[config.mk]
export PLATFORM = sky130hd
export DESIGN_NAME = muldiv_unit
export DESIGN_NICKNAME = d
export VERILOG_FILES = /design/src/rtl/muldiv_unit_pkg.sv /design/src/rtl/mdu_shift_core.sv /design/src/rtl/muldiv_unit.sv
export SDC_FILE = /design/constraint.sdc
export NUM_CORES = 1
export LEC_CHECK = 0
export ABC_AREA = 1
export CAP_MARGIN = 10
export CORE_UTILIZATION = 40
export DETAILED_ROUTE_END_ITERATION = 12
export GPL_TIMING_DRIVEN = 0
export HOLD_SLACK_MARGIN = 0.06
export SLEW_MARGIN = 20
export SYNTH_ARGS = -nofsm -noshare
export SYNTH_HDL_FRONTEND = slang
export SYNTH_HIERARCHICAL = 1
export SYNTH_SLANG_ARGS = --single-unit
[constraint.sdc]
create_clock -name clk -period 3.5 [get_ports clk]
set_input_delay 0.7 -clock clk [delete_from_list [all_inputs] [get_ports clk]]
set_output_delay 0.7 -clock clk [all_outputs]
set_load 0.02 [all_outputs]
[src/rtl/muldiv_unit_pkg.sv]
// Shared definitions for the RV32M multiply/divide unit: M-op func3 codes,
// FSM state encodings and operand-signedness decode.
package muldiv_unit_pkg;

    typedef enum logic [2:0] {
        M_MUL    = 3'b000,
        M_MULH   = 3'b001,
        M_MULHSU = 3'b010,
        M_MULHU  = 3'b011,
        M_DIV    = 3'b100,
        M_DIVU   = 3'b101,
        M_REM    = 3'b110,
        M_REMU   = 3'b111
    } mop_e;

    typedef enum logic [1:0] {
        MDU_IDLE = 2'b00,
        MDU_CALC = 2'b01,
        MDU_SIGN = 2'b10,
        MDU_DONE = 2'b11
    } mdu_state_e;

    function automatic logic rs1_signed(input logic [2:0] f3);
        return f3 inside {M_MUL, M_MULH, M_MULHSU, M_DIV, M_REM};
    endfunction

    function automatic logic rs2_signed(input logic [2:0] f3);
        return f3 inside {M_MUL, M_MULH, M_DIV, M_REM};
    endfunction

endpackage

[src/rtl/mdu_shift_core.sv]
// Iteration engine: 2*XLEN accumulator plus step counter. Each step is one
// shift-add (multiply) or one restoring shift-subtract (divide) on magnitudes.
module mdu_shift_core #(
    parameter int XLEN = 32
) (
    input  logic              clk,
    input  logic              rstn,
    input  logic              load,
    input  logic              step,
    input  logic              is_div,
    input  logic [XLEN-1:0]   load_val,
    input  logic [XLEN-1:0]   operand,
    output logic [2*XLEN-1:0] acc,
    output logic              last
);

    localparam logic [XLEN-1:0] LAST_CNT = XLEN'(XLEN - 1);

    logic [XLEN-1:0]   cnt;
    logic [XLEN:0]     add_sum;
    logic [XLEN:0]     sub_diff;
    logic [2*XLEN-1:0] acc_nxt;

    // Divide: the top XLEN+1 bits are the shifted partial remainder with the
    // next dividend bit; a clear borrow bit means the subtraction is kept.
    always_comb begin
        add_sum  = {1'b0, acc[2*XLEN-1:XLEN]} + (acc[0] ? {1'b0, operand} : {(XLEN+1){1'b0}});
        sub_diff = acc[2*XLEN-1:XLEN-1] - {1'b0, operand};
        if (!is_div)
            acc_nxt = {add_sum, acc[XLEN-1:1]};
        else if (!sub_diff[XLEN])
            acc_nxt = {sub_diff[XLEN-1:0], acc[XLEN-2:0], 1'b1};
        else
            acc_nxt = {acc[2*XLEN-2:0], 1'b0};
    end

    always_ff @(posedge clk) begin
        if (!rstn) begin
            acc <= '0;
            cnt <= '0;
        end else if (load) begin
            acc <= {{XLEN{1'b0}}, load_val};
            cnt <= '0;
        end else if (step) begin
            acc <= acc_nxt;
            cnt <= cnt + XLEN'(1);
        end
    end

    assign last = (cnt == LAST_CNT);

endmodule

[src/rtl/muldiv_unit.sv]
// Iterative RV32M multiply/divide unit: FSM, sign pre/post processing,
// divide fast paths and the valid/ready result handshake.
module muldiv_unit
    import muldiv_unit_pkg::*;
#(
    parameter int XLEN  = 32,
    parameter int TAG_W = 5
) (
    input  logic             clk,
    input  logic             rstn,
    input  logic             flush,
    input  logic             in_valid,
    output logic             in_ready,
    input  logic [2:0]       in_func3,
    input  logic [XLEN-1:0]  in_rs1,
    input  logic [XLEN-1:0]  in_rs2,
    input  logic [TAG_W-1:0] in_tag,
    output logic             out_valid,
    input  logic             out_ready,
    output logic [XLEN-1:0]  out_result,
    output logic [TAG_W-1:0] out_tag,
    output logic             busy
);

    localparam logic [XLEN-1:0] MIN_SIGNED = {1'b1, {(XLEN-1){1'b0}}};

    mdu_state_e        state, state_nxt;
    logic [2:0]        op;
    logic              neg;
    logic [XLEN-1:0]   mag_b;
    logic              accept, sign_a, sign_b, div_zero, div_ovf, fast, last;
    logic [XLEN-1:0]   mag_a_in, mag_b_in, fast_res, sign_res, part;
    logic [2*XLEN-1:0] acc, prod;

    assign accept   = in_valid && in_ready && !flush;
    assign sign_a   = rs1_signed(in_func3) && in_rs1[XLEN-1];
    assign sign_b   = rs2_signed(in_func3) && in_rs2[XLEN-1];
    assign mag_a_in = sign_a ? -in_rs1 : in_rs1;
    assign mag_b_in = sign_b ? -in_rs2 : in_rs2;

    // func3[1] separates REM* from DIV* within the divide group.
    assign div_zero = in_func3[2] && (in_rs2 == '0);
    assign div_ovf  = ((in_func3 == M_DIV) || (in_func3 == M_REM)) &&
                      (in_rs1 == MIN_SIGNED) && (in_rs2 == '1);
    assign fast     = div_zero || div_ovf;
    assign fast_res = div_zero ? (in_func3[1] ? in_rs1 : '1)
                               : (in_func3[1] ? '0 : MIN_SIGNED);

    always_ff @(posedge clk) begin
        if (!rstn) state <= MDU_IDLE;
        else       state <= state_nxt;
    end

    always_comb begin
        state_nxt = state;
        case (state)
            MDU_IDLE: if (accept)    state_nxt = fast ? MDU_DONE : MDU_CALC;
            MDU_CALC: if (last)      state_nxt = MDU_SIGN;
            MDU_SIGN:                state_nxt = MDU_DONE;
            MDU_DONE: if (out_ready) state_nxt = MDU_IDLE;
            default:                 state_nxt = MDU_IDLE;
        endcase
        if (flush) state_nxt = MDU_IDLE;
    end

    always_comb begin
        in_ready  = (state == MDU_IDLE);
        busy      = (state != MDU_IDLE);
        out_valid = (state == MDU_DONE);
    end

    mdu_shift_core #(.XLEN(XLEN)) u_core (
        .clk      (clk),
        .rstn     (rstn),
        .load     (accept && !fast),
        .step     (state == MDU_CALC),
        .is_div   (op[2]),
        .load_val (mag_a_in),
        .operand  (mag_b),
        .acc      (acc),
        .last     (last)
    );

    always_comb begin
        prod = neg ? -acc : acc;
        part = op[1] ? acc[2*XLEN-1:XLEN] : acc[XLEN-1:0];
        if (!op[2])
            sign_res = (op == M_MUL) ? prod[XLEN-1:0] : prod[2*XLEN-1:XLEN];
        else
            sign_res = neg ? -part : part;
    end

    // Remainder takes the dividend's sign; product and quotient take sA^sB.
    always_ff @(posedge clk) begin
        if (!rstn) begin
            op         <= '0;
            neg        <= 1'b0;
            mag_b      <= '0;
            out_result <= '0;
            out_tag    <= '0;
        end else if (accept) begin
            op      <= in_func3;
            mag_b   <= mag_b_in;
            out_tag <= in_tag;
            neg     <= (in_func3[2] && in_func3[1]) ? sign_a : (sign_a ^ sign_b);
            if (fast) out_result <= fast_res;
        end else if (state == MDU_SIGN) begin
            out_result <= sign_res;
        end
    end

endmodule

# Word level (Yosys, flattened, before mapping)
# Index checks and enable logic that the tools add are counted.
dict set report totals {
  latchBits 0
  out_inout_bits 40
  ram_bits 0
  mem_bits_ro 0
  regBits 171
  mem_count 0
  word_cells 82
}
dict set report op_classes {
  shifts 0
  div_mod_pow 0
  n_mux 24
  bitwise_logic 2
  order_cmp 0
  n_eq_ne 14
  n_addsub 7
  n_reduce_logical 26
  multipliers 0
}
# operator count
set ops {}
lappend ops {{$mux W32} 15}
lappend ops {{$mux W64} 3}
lappend ops {{$neg A32 Y32} 3}
lappend ops {{$eq A32 B32 Y1 const B} 2}
lappend ops {{$neg A64 Y64} 1}
lappend ops {{$add A32 B32 Y33} 1}
lappend ops {{$sub A33 B32 Y33} 1}
lappend ops {{$add A32 B1 Y32 const B} 1}
lappend ops {{$eq A32 B5 Y1 const B} 1}
lappend ops {{$logic_not A32 Y1} 1}
lappend ops {{$logic_and A1 B1 Y1} 9}
lappend ops {{$mux W2} 4}
lappend ops {{$pmux W2 S4} 1}
lappend ops {{$eq A3 B3 Y1 const B} 2}
lappend ops {{$logic_not A3 Y1} 2}
lappend ops {{$ne A2 B1 Y1 const B} 3}
lappend ops {{$reduce_bool A2 Y1} 3}
lappend ops {{$reduce_bool A5 Y1} 1}
lappend ops {{$eq A2 B2 Y1 const B} 2}
lappend ops {{$reduce_bool A4 Y1} 1}
lappend ops {{$reduce_or A2 Y1} 2}
lappend ops {{$eq A3 B1 Y1 const B} 1}
lappend ops {{$eq A3 B2 Y1 const B} 1}
lappend ops {{$reduce_and A3 Y1} 1}
lappend ops {{9 further kinds} 11}

# Depth between registers and ports, before layout
# Gate-level depths: netlist (run 1).
dict set report depth {
  depth_word 8
  ltp_mapped 19
  mapped_depth_nobuf 18
}

# By module
# Netlist (run 1), hierarchy kept.
# module instances seq_area_each_um2 cells_per_inst area_per_inst_um2
set modules_own_cells {}
lappend modules_own_cells {mdu_shift_core 1 1921.8 1919 10528.8}
lappend modules_own_cells {muldiv_unit 1 1501.4 1737 9263.9}

# Worst setup path after synthesis (run 1)
# Ideal clock, no wire load.
dict set report synth_path {
  kind {input-to-reg}
  startpoint {input in_rs1[0]}
  endpoint {register u_core.acc[14]}
  path_slack_ps 830
  setup_time_ps 74
  path_buffers 2
  arrival_time_ps 2596
  path_stages 15
  required_time_ps 3426
  cell_sequence {inv_1 > ha_1 > nand2_1 > nor3_2 > nand4_1 > nor2_1 > nand3_1 > nand3_2 > inv_1 > clkbuf_1 > nor2_1 > clkbuf_1 > o21a_1 > o21ai_0 > a31oi_1}
}
dict set report synth_between {
  elab_chain_len 7
  word_cells_on_any_way 10
  classes_between {add/sub: 1; eq/ne: 1; mux: 2; reduce/logical: 6}
}
# item line
set synth_rtl {}
lappend synth_rtl {{start, declared} muldiv_unit.sv:15} ;# input logic [XLEN-1:0] in_rs1,
lappend synth_rtl {{branches (longest 7 deep; another with $neg A32 Y32)} n/a}
lappend synth_rtl {{end signal, assigned} mdu_shift_core.sv:42} ;# acc <= {{XLEN{1'b0}}, load_val};
lappend synth_rtl {{end signal, assigned} mdu_shift_core.sv:45} ;# acc <= acc_nxt;
lappend synth_rtl {{end, declared} mdu_shift_core.sv:13} ;# output logic [2*XLEN-1:0] acc,
# Several ways; the timed one is not identified.
# A chain may end at the register's enable or synchronous reset.

# Worst setup path in the final report (run 1)
dict set report layout_path {
  startpoint {register state[1]}
  endpoint {register out_result[15]}
}
dict set report layout_between {
  elab_chain_len 5
  word_cells_on_any_way 8
  classes_between {eq/ne: 2; mux: 1; reduce/logical: 5}
}
# item line
set layout_rtl {}
lappend layout_rtl {{start, declared} muldiv_unit.sv:27} ;# mdu_state_e state, state_nxt;
lappend layout_rtl {{start signal, assigned} muldiv_unit.sv:51} ;# else state <= state_nxt;
lappend layout_rtl {{$logic_not A2 Y1} muldiv_unit.sv:67} ;# in_ready = (state == MDU_IDLE);
lappend layout_rtl {{$logic_and A1 B1 Y1 (2 in series)} muldiv_unit.sv:35} ;# assign accept = in_valid && in_ready && !flush;
lappend layout_rtl {{$ne A2 B1 Y1 (no line) / $reduce_bool A2 Y1 (equally long branches)} n/a}
lappend layout_rtl {{$reduce_and A2 Y1 (no line)} n/a}
lappend layout_rtl {{end signal, assigned} muldiv_unit.sv:106} ;# if (fast) out_result <= fast_res;
lappend layout_rtl {{end signal, assigned} muldiv_unit.sv:108} ;# out_result <= sign_res;
lappend layout_rtl {{end, declared} muldiv_unit.sv:20} ;# output logic [XLEN-1:0] out_result,
# Several ways; a longest one is shown, not always the timed one.

==> metrics.md, run 1 <==
| Metric | Value |
|---|---|
| Fill cells | 5630 |
| Post-Synth Adder-Cell Area | 4.88% |
| CTS Sinks | 171 |
| Internal Power | between 4000 and 5000 uW |
| HPWL Detailed | ~73000 um |
| Largest family of logic cells by synthesized area | simple AND/OR/NAND/NOR gates |
| Seq/Total Area, Yosys | roughly 17% |
| GP Congestion | around 1.1 |
| GRT Util Overall | ~36% |
| Switch Pwr | between 4000 and 5000 uW |
| Top cell type's share of synthesized area | a little over a fifth |
| Fin. Hold Viols | 0 |
| Total power draw | between 8000 and 9000 uW |
| Row count | 81 |
| GRT overflow | 0 |
| Synth area leaders | nand2_1, dfxtp_1, inv_1 |
| Inserted Clock Buffers | 17 |
| Maximum clock frequency | between 0.2 and 0.3 GHz |
| Final Setup Violations | 0 |
| DIE WIDTH | 224 um |
| Final Max Tran Viols | 0 |
| Least-Margin Pin Slew | 989 ps |
| Clk_skew | 12.5 ps |
| PwrDens | 401 nW/um2 |
| Synthesized instance count | 3656 |
| Initial DRT Pass Iterations | 6 |
| Clk Tree Root Cell | clkbuf_16 |
| First-pass GRT wire length | 134000 um |
| Area of the multi-input gates | between 10000 and 15000 um2 |
| Commonest cells post-synth | nand2_1, inv_1, nor2_1 |
| Worst setup EP type | flop |
| Seq cells post-synth | 171 |
| Crit-path max cell delay | just over 800 ps |
| Number of flops mapped to enable cells by yosys | 0 |
| Vias in the first global route | ~22000 |
| Pin count of the biggest net entering global routing | 17 |
| DRT antenna net count | 0 |
| CP Data Arrival Time | around 3800 ps |
| Final Cycle Share | between 90% and 100% |
| Rel. slew slack | 34.0% |
| Core footprint | approximately 49000 um2 |
| Reg area | ~3400 um2 |
| Worst path slowest cell | clkbuf_1 |
| Lkg Pwr | around 0.011 uW |
| Sw Share | 48.8% |
| RSZ-0062 raised after global routing | no |
| Fin util | between 40% and 50% |
| Max_cap viols | 0 |
| Setup Crit Path Kind | flop to flop |
| Ys flop type | dfxtp_1 |
| Clock Power Share | between 20% and 30% |
| Mapped Area | slightly below 20000 um2 |
| Outcome | finished, final reports clean |
| CTS tree | yes |
| Critical-path cell list | inv_1, ha_1, nand3_1, clkbuf_1, clkbuf_1, nand3_1, a21oi_1 |
| Combinational group share of total power | between 50% and 60% |
| Wirelength per Cell | 20.2 um |
| Sequential power share | a little over a quarter |
| Share of cells above drive strength 1 | 4.89% |
| Die area | approximately 50000 um2 |
| Clk pin slew, worst setup/hold paths | roughly 70 ps |
| Maximum buffer depth of the clock tree | 2 |
| Crit Path Max Fanout | 10 |
| Post-synthesis mux area share | 0% |
| Synth Area in Compound Gates | about 16% |
| Starting Density | around 41% |
| Mapped Avg Cell Area | roughly 5.4 um2 |
| Synth area leader | nand2_1 |
| Critical path's top delay family | buffers and inverters |
| Simple-gate share of the synthesized area | a little over two fifths |
| Initial antenna violation count | 0 |
| Clk_lat worst skew | 500 ps |
| 1st-iter DRT viols | approximately 3000 |
| DR vias/cell | 5.42 |
| Buf/Inv on CP | 3 |
| DRC violations left | 0 |
| Final nets | 3942 |
| Hold crit path type | flop to flop |
| IO Pins | ~120 |
| Most common cell in the netlist | nand2_1 |
| Synth unique cells | 54 |
| Synth warnings | 6 |
| Hold_buf cts | 0 |
| DIE HEIGHT | approximately 220 um |
| Synth Area in XOR/XNOR | around 3.8% |
| H-tree depth | 4 |
| Worst setup SP type | flop |
| Syn-to-layout area delta | 13.4% |
| Syn_nets | 3809 |
| Routed WL | about 90000 um |
| Total negative setup slack | 0 ps |
| FFs w/ async S/R, synth | 0% |
| Vias after detailed routing | 24200 |
| Worst IR drop on VDD | roughly 0.30 mV |
| ANT cells | 0 |
| Port Buffers | ~120 |
| Final min period | ~3400 ps |
| Critical Path RT | between 3000 and 4000 ps |
==> metal layers <==
layer / vias to the layer above / track usage (%) / share of wire, %
li1: 11800 / - / -
met1: 11000 / 49.6 / 44
met2: 1223 / 53.0 / 42
met3: 175 / 6.79 / 11
met4: 0 / 14.8 / 4.1
met5: - / 0 / 0
==> stage by stage <==
step | area [um2] | cells | hold WS, ps | setup slack [ps]
4_1_cts | 22400 | 4468 | 488 | -11.2
2_1_floorplan | 19800 | 3656 | 444 | 830
5_1_grt | 22400 | 4466 | 493 | 54.1
3_3_place_gp | 21800 | 4435 | 465 | -1080
3_5_place_dp | 21800 | 4435 | 466 | -1060
6_report | 22400 | 4466 | 485 | 139
==> kinds of logic (layout without fill, tap and decap cells) <==
kind of cell	count (synthesis)	after routing
adder cells (fa/ha/maj)	76	76
flip-flops	171	171
AND/OR/NAND/NOR	2021	2021
buffers and inverters	733	879
AO/OA/AOI/OAI	570	570
XOR/XNOR	85	85
==> registers in the layout, indices dropped and copies added, names as in the netlist <==
name,flops
u_core/acc,64
mag_b,32
out_result,32
u_core/cnt,32
out_tag,5
op,3
state,2
neg,1
==> path summary, 6_finish.rpt <==
check	cells past startpoint	start	slack (ps)	end
hold / removal	1	u_core/cnt[3]$_SDFFE_PP0P_	490	u_core/cnt[3]$_SDFFE_PP0P_
hold reg to reg	1	u_core/cnt[3]$_SDFFE_PP0P_	490	u_core/cnt[3]$_SDFFE_PP0P_
setup / recovery	7	state[1]$_SDFFE_PP0P_	140	out_result[15]$_SDFFE_PN0P_
setup reg to reg	7	state[1]$_SDFFE_PP0P_	140	out_result[15]$_SDFFE_PN0P_
==> worst reg2reg max path, cell delays in order (launching register included) <==
cell and delay, ps:
dfxtp_1 400, inv_1 90, ha_1 260, nand3_1 310
clkbuf_1 720, clkbuf_1 810, nand3_1 470, a21oi_1 240
==> layout make-up <==
cell class                 instances  area share (%)
clock inverter                    12           0.686
clock buffer                      20            1.99
sequential                       171            15.3
tap                              664            3.70
timing repair buffer             116            5.22
buffer                           117            2.83
inverter                         614            10.3
multi-input combinational       2752            60.0
==> power groups by stage <==
stage | registers, uW | logic, uW | clock network, uW
after global routing | 2390 | 4970 | 2150
after global placement | 2410 | 4390 | 0
after floorplan | 2320 | 2910 | 0
after CTS | 2370 | 4400 | 2090
after detailed placement | 2410 | 4380 | 0
final | 2380 | 4560 | 2050
==> cells in the final DEF, fill, tap and decap left out, types with 50 or more instances in the layout <==
cell	count
a21oi_1	194
clkbuf_1	50
clkdlybuf4s50_1	115
dfxtp_1	170
ha_1	74
inv_1	600
nand2_1	1107
nand3_1	261
nand4_1	52
nor2_1	447
nor3_1	55
o21ai_0	201
xor2_1	63
==> timing repair <==
action | in CTS | in global routing
resized for setup | 6 | 25
buffers inserted | 1 | 0
pin swaps | 1 | 1
setup endpoints to repair | 65 | 85
Power figures use the tool's default switching activity.
==> run 2: changes to the inputs <==
==> constraint.sdc (replaced) <==
create_clock -name clk -period 3.3 [get_ports clk]
set_input_delay 0.66 -clock clk [delete_from_list [all_inputs] [get_ports clk]]
set_output_delay 0.66 -clock clk [all_outputs]
set_load 0.02 [all_outputs]
==> run 2 against run 1 <==
Count of clock-buffer cells in the layout unchanged; clock power grew 6%; sequential power grew 6%; wire length about the same; final area increased by 0.10%; first-iteration DRC count increased by 0.43%; global-route usage hardly changed; die area did not move; sequential cell count unchanged; register-to-register slack lost 30 ps; largest power group unchanged.
==> metrics.md, run 2 (synthesis results as in run 1) <==
| Metric | Value |
|---|---|
| Outcome | finished, final reports clean (unchanged) |
| CTS tree | yes (unchanged) |
| DRC violations left | 0 (unchanged) |
| Worst reg2reg path depth | 6 (was 7) |
| Reg2Reg Launch Point | op[2]$_SDFFE_PN0P_ (was state[1]$_SDFFE_PP0P_) |
| Lkg Pwr | 0.0114 uW (about the same) |
| Syn-to-layout area delta | 13.5% (was 13.4%) |
| Worst setup SP type | flop (unchanged) |
| HPWL Detailed | 73500 um (unchanged) |
| Total power draw | 9550 uW (was 8990 uW) |
| Fin. Hold Viols | 0 (unchanged) |
| Reg area | 3420 um2 (unchanged) |
| R2r setup slk | 100 ps (was 140 ps) |
| Inserted Clock Buffers | 17 (unchanged) |
| Worst hold path depth | 1 (unchanged) |
| Final nets | 3942 (unchanged) |
| Routed WL | 90300 um (about the same) |
| Initial DRT Pass Iterations | 8 (was 6) |
| Final Max Tran Viols | 0 (unchanged) |
| ANT cells | 0 (unchanged) |
| Worst setup margin | 105 ps (was 139 ps) |
| DR vias/cell | 5.39 (was 5.42) |
| Commonest non-fill, non-tap cells in the layout | nand2_1, inv_1, nor2_1 (unchanged) |
| Critical Path RT | 3720 ps (was 3920 ps) |
| Crit Path Max Fanout | 10 (unchanged) |
| RSZ-0062 raised after global routing | no (unchanged) |
| DIE WIDTH | 224 um (unchanged) |
| Final Cycle Share | 96.8% (was 96.0%) |
| Final min period | 3200 ps (was 3360 ps) |
| Hold_sp | u_core/cnt[3]$_SDFFE_PP0P_ (unchanged) |
| Reg2reg end | out_result[30]$_SDFFE_PN0P_ (was out_result[15]$_SDFFE_PN0P_) |
| Hold Slack | 485 ps (about the same) |
| Clk_skew | 12.3 ps (was 12.5 ps) |
| Clk pin slew, worst setup/hold paths | 70 ps (about the same) |
| Area of the multi-input gates | 13500 um2 (about the same) |
| GRT Util Overall | 35.5% (about the same) |
| Maximum clock frequency | 0.313 GHz (was 0.298 GHz) |
| Reg with most FFs | u_core/acc (unchanged) |
| Share of cells above drive strength 1 | 5.00% (was 4.89%) |
| Vias in the first global route | 21800 (about the same) |
| First-pass GRT wire length | 134000 um (about the same) |
| Initial antenna violation count | 0 (unchanged) |
| Max reg flops | 64 (unchanged) |
| Fill cells | 5620 (was 5630) |
| Core footprint | 48800 um2 (unchanged) |
| GP Congestion | 1.06 (unchanged) |
| Wirelength per Cell | 20.2 um (about the same) |
| GRT overflow | 0 (unchanged) |
| H-tree depth | 4 (unchanged) |
| WHS Endpoint | u_core/cnt[3]$_SDFFE_PP0P_ (unchanged) |
| DRT antenna net count | 0 (unchanged) |
| Final Setup Violations | 0 (unchanged) |
| Clk Tree Root Cell | clkbuf_16 (unchanged) |
| Rel. slew slack | 38.3% (was 34.0%) |
| PwrDens | 425 nW/um2 (was 401 nW/um2) |
| IO Pins | 117 (unchanged) |
| Most common cell after layout, fill and taps aside | nand2_1 (unchanged) |
| Least-Margin Pin Slew | 916 ps (was 989 ps) |
| Die area | 50400 um2 (unchanged) |
| Worst setup EP type | flop (unchanged) |
| CTS Sinks | 171 (unchanged) |
| Pre-CTS WS | -1220 ps (was -1060 ps) |
| Max_cap viols | 0 (unchanged) |
| Hold_buf cts | 0 (unchanged) |
| Starting Density | 40.5% (unchanged) |
| Vias after detailed routing | 24100 (was 24200) |
| Clk_lat worst skew | 500 ps (about the same) |
| Pin count of the biggest net entering global routing | 17 (unchanged) |
| 1st-iter DRT viols | 3053 (was 3040) |
| Worst IR drop on VDD | 0.321 mV (was 0.304 mV) |
| Port Buffers | 115 (unchanged) |
| Finished Layout Cells | 4466 (unchanged) |
| Total negative setup slack | 0 ps (unchanged) |
| Hold crit path type | flop to flop (unchanged) |
| Dpl cells | 4435 (unchanged) |
| Setup Crit Path Kind | flop to flop (unchanged) |
| DIE HEIGHT | 224 um (unchanged) |
| Row count | 81 (unchanged) |
| Maximum buffer depth of the clock tree | 2 (unchanged) |
| CP Data Arrival Time | 3620 ps (was 3780 ps) |
-- run 2: critical path, cell delays in order (launching register included) --
cell and delay [ps]:
dfxtp_1 520, clkbuf_1 610, clkinv_1 680, clkbuf_1 510
nand3_1 310, nand3_1 260, a21oi_1 210
-- run 2: power breakdown --
part	switching [uW]	internal [uW]
Combinational	3340	1510
Clock	1010	1160
Sequential	312	2220
Total	4660	4880
-- run 2: what timing repair did --
item                       CTS  global route
setup endpoints to repair   94            94
resized for setup           19            13
setup buffers                1             1
cloned                       0             0
pin swaps                    1             0
-- run 2: worst max-delay path by stage --
stage                                  start  depth (start not counted)  slack [ps]                           to
after floorplan                    in_rs1[0]                         15         670  u_core/acc[14]$_SDFFE_PN0P_
after global placement             in_rs1[0]                         15       -1240  u_core/acc[33]$_SDFFE_PP0P_
after detailed placement           in_rs1[0]                         15       -1220  u_core/acc[33]$_SDFFE_PP0P_
after CTS                          in_rs1[0]                         16          40   u_core/acc[6]$_SDFFE_PN0P_
after global routing               in_rs1[0]                         15           5  u_core/acc[27]$_SDFFE_PN0P_
final                     op[2]$_SDFFE_PN0P_                          6         100  out_result[30]$_SDFFE_PN0P_
-- run 2: final cells by class --
cell class | count | area share, %
Clock buffer | 20 | 1.99
Inverter | 614 | 10.3
Sequential cell | 171 | 15.2
Clock inverter | 12 | 0.685
Buffer | 116 | 2.85
Multi-Input combinational cell | 2752 | 60.0
Timing Repair Buffer | 117 | 5.25
Tap cell | 664 | 3.70
-- run 2: through the flow --
stage / instance area, um2 / util (%)
2_1_floorplan: 19800 / -
3_3_place_gp: 21800 / 44.6
3_5_place_dp: 21800 / 44.6
4_1_cts: 22400 / 45.9
5_1_grt: 22500 / 46.0
6_report: 22500 / 46.0
-- run 2: routing by layer --
layer	GRT usage, %	wire length (um)	vias up
met5	0	0	-
met4	14.6	3740	0
met3	6.78	8900	176
met2	53.2	37600	1164
met1	49.5	40100	10900
li1	-	-	11800
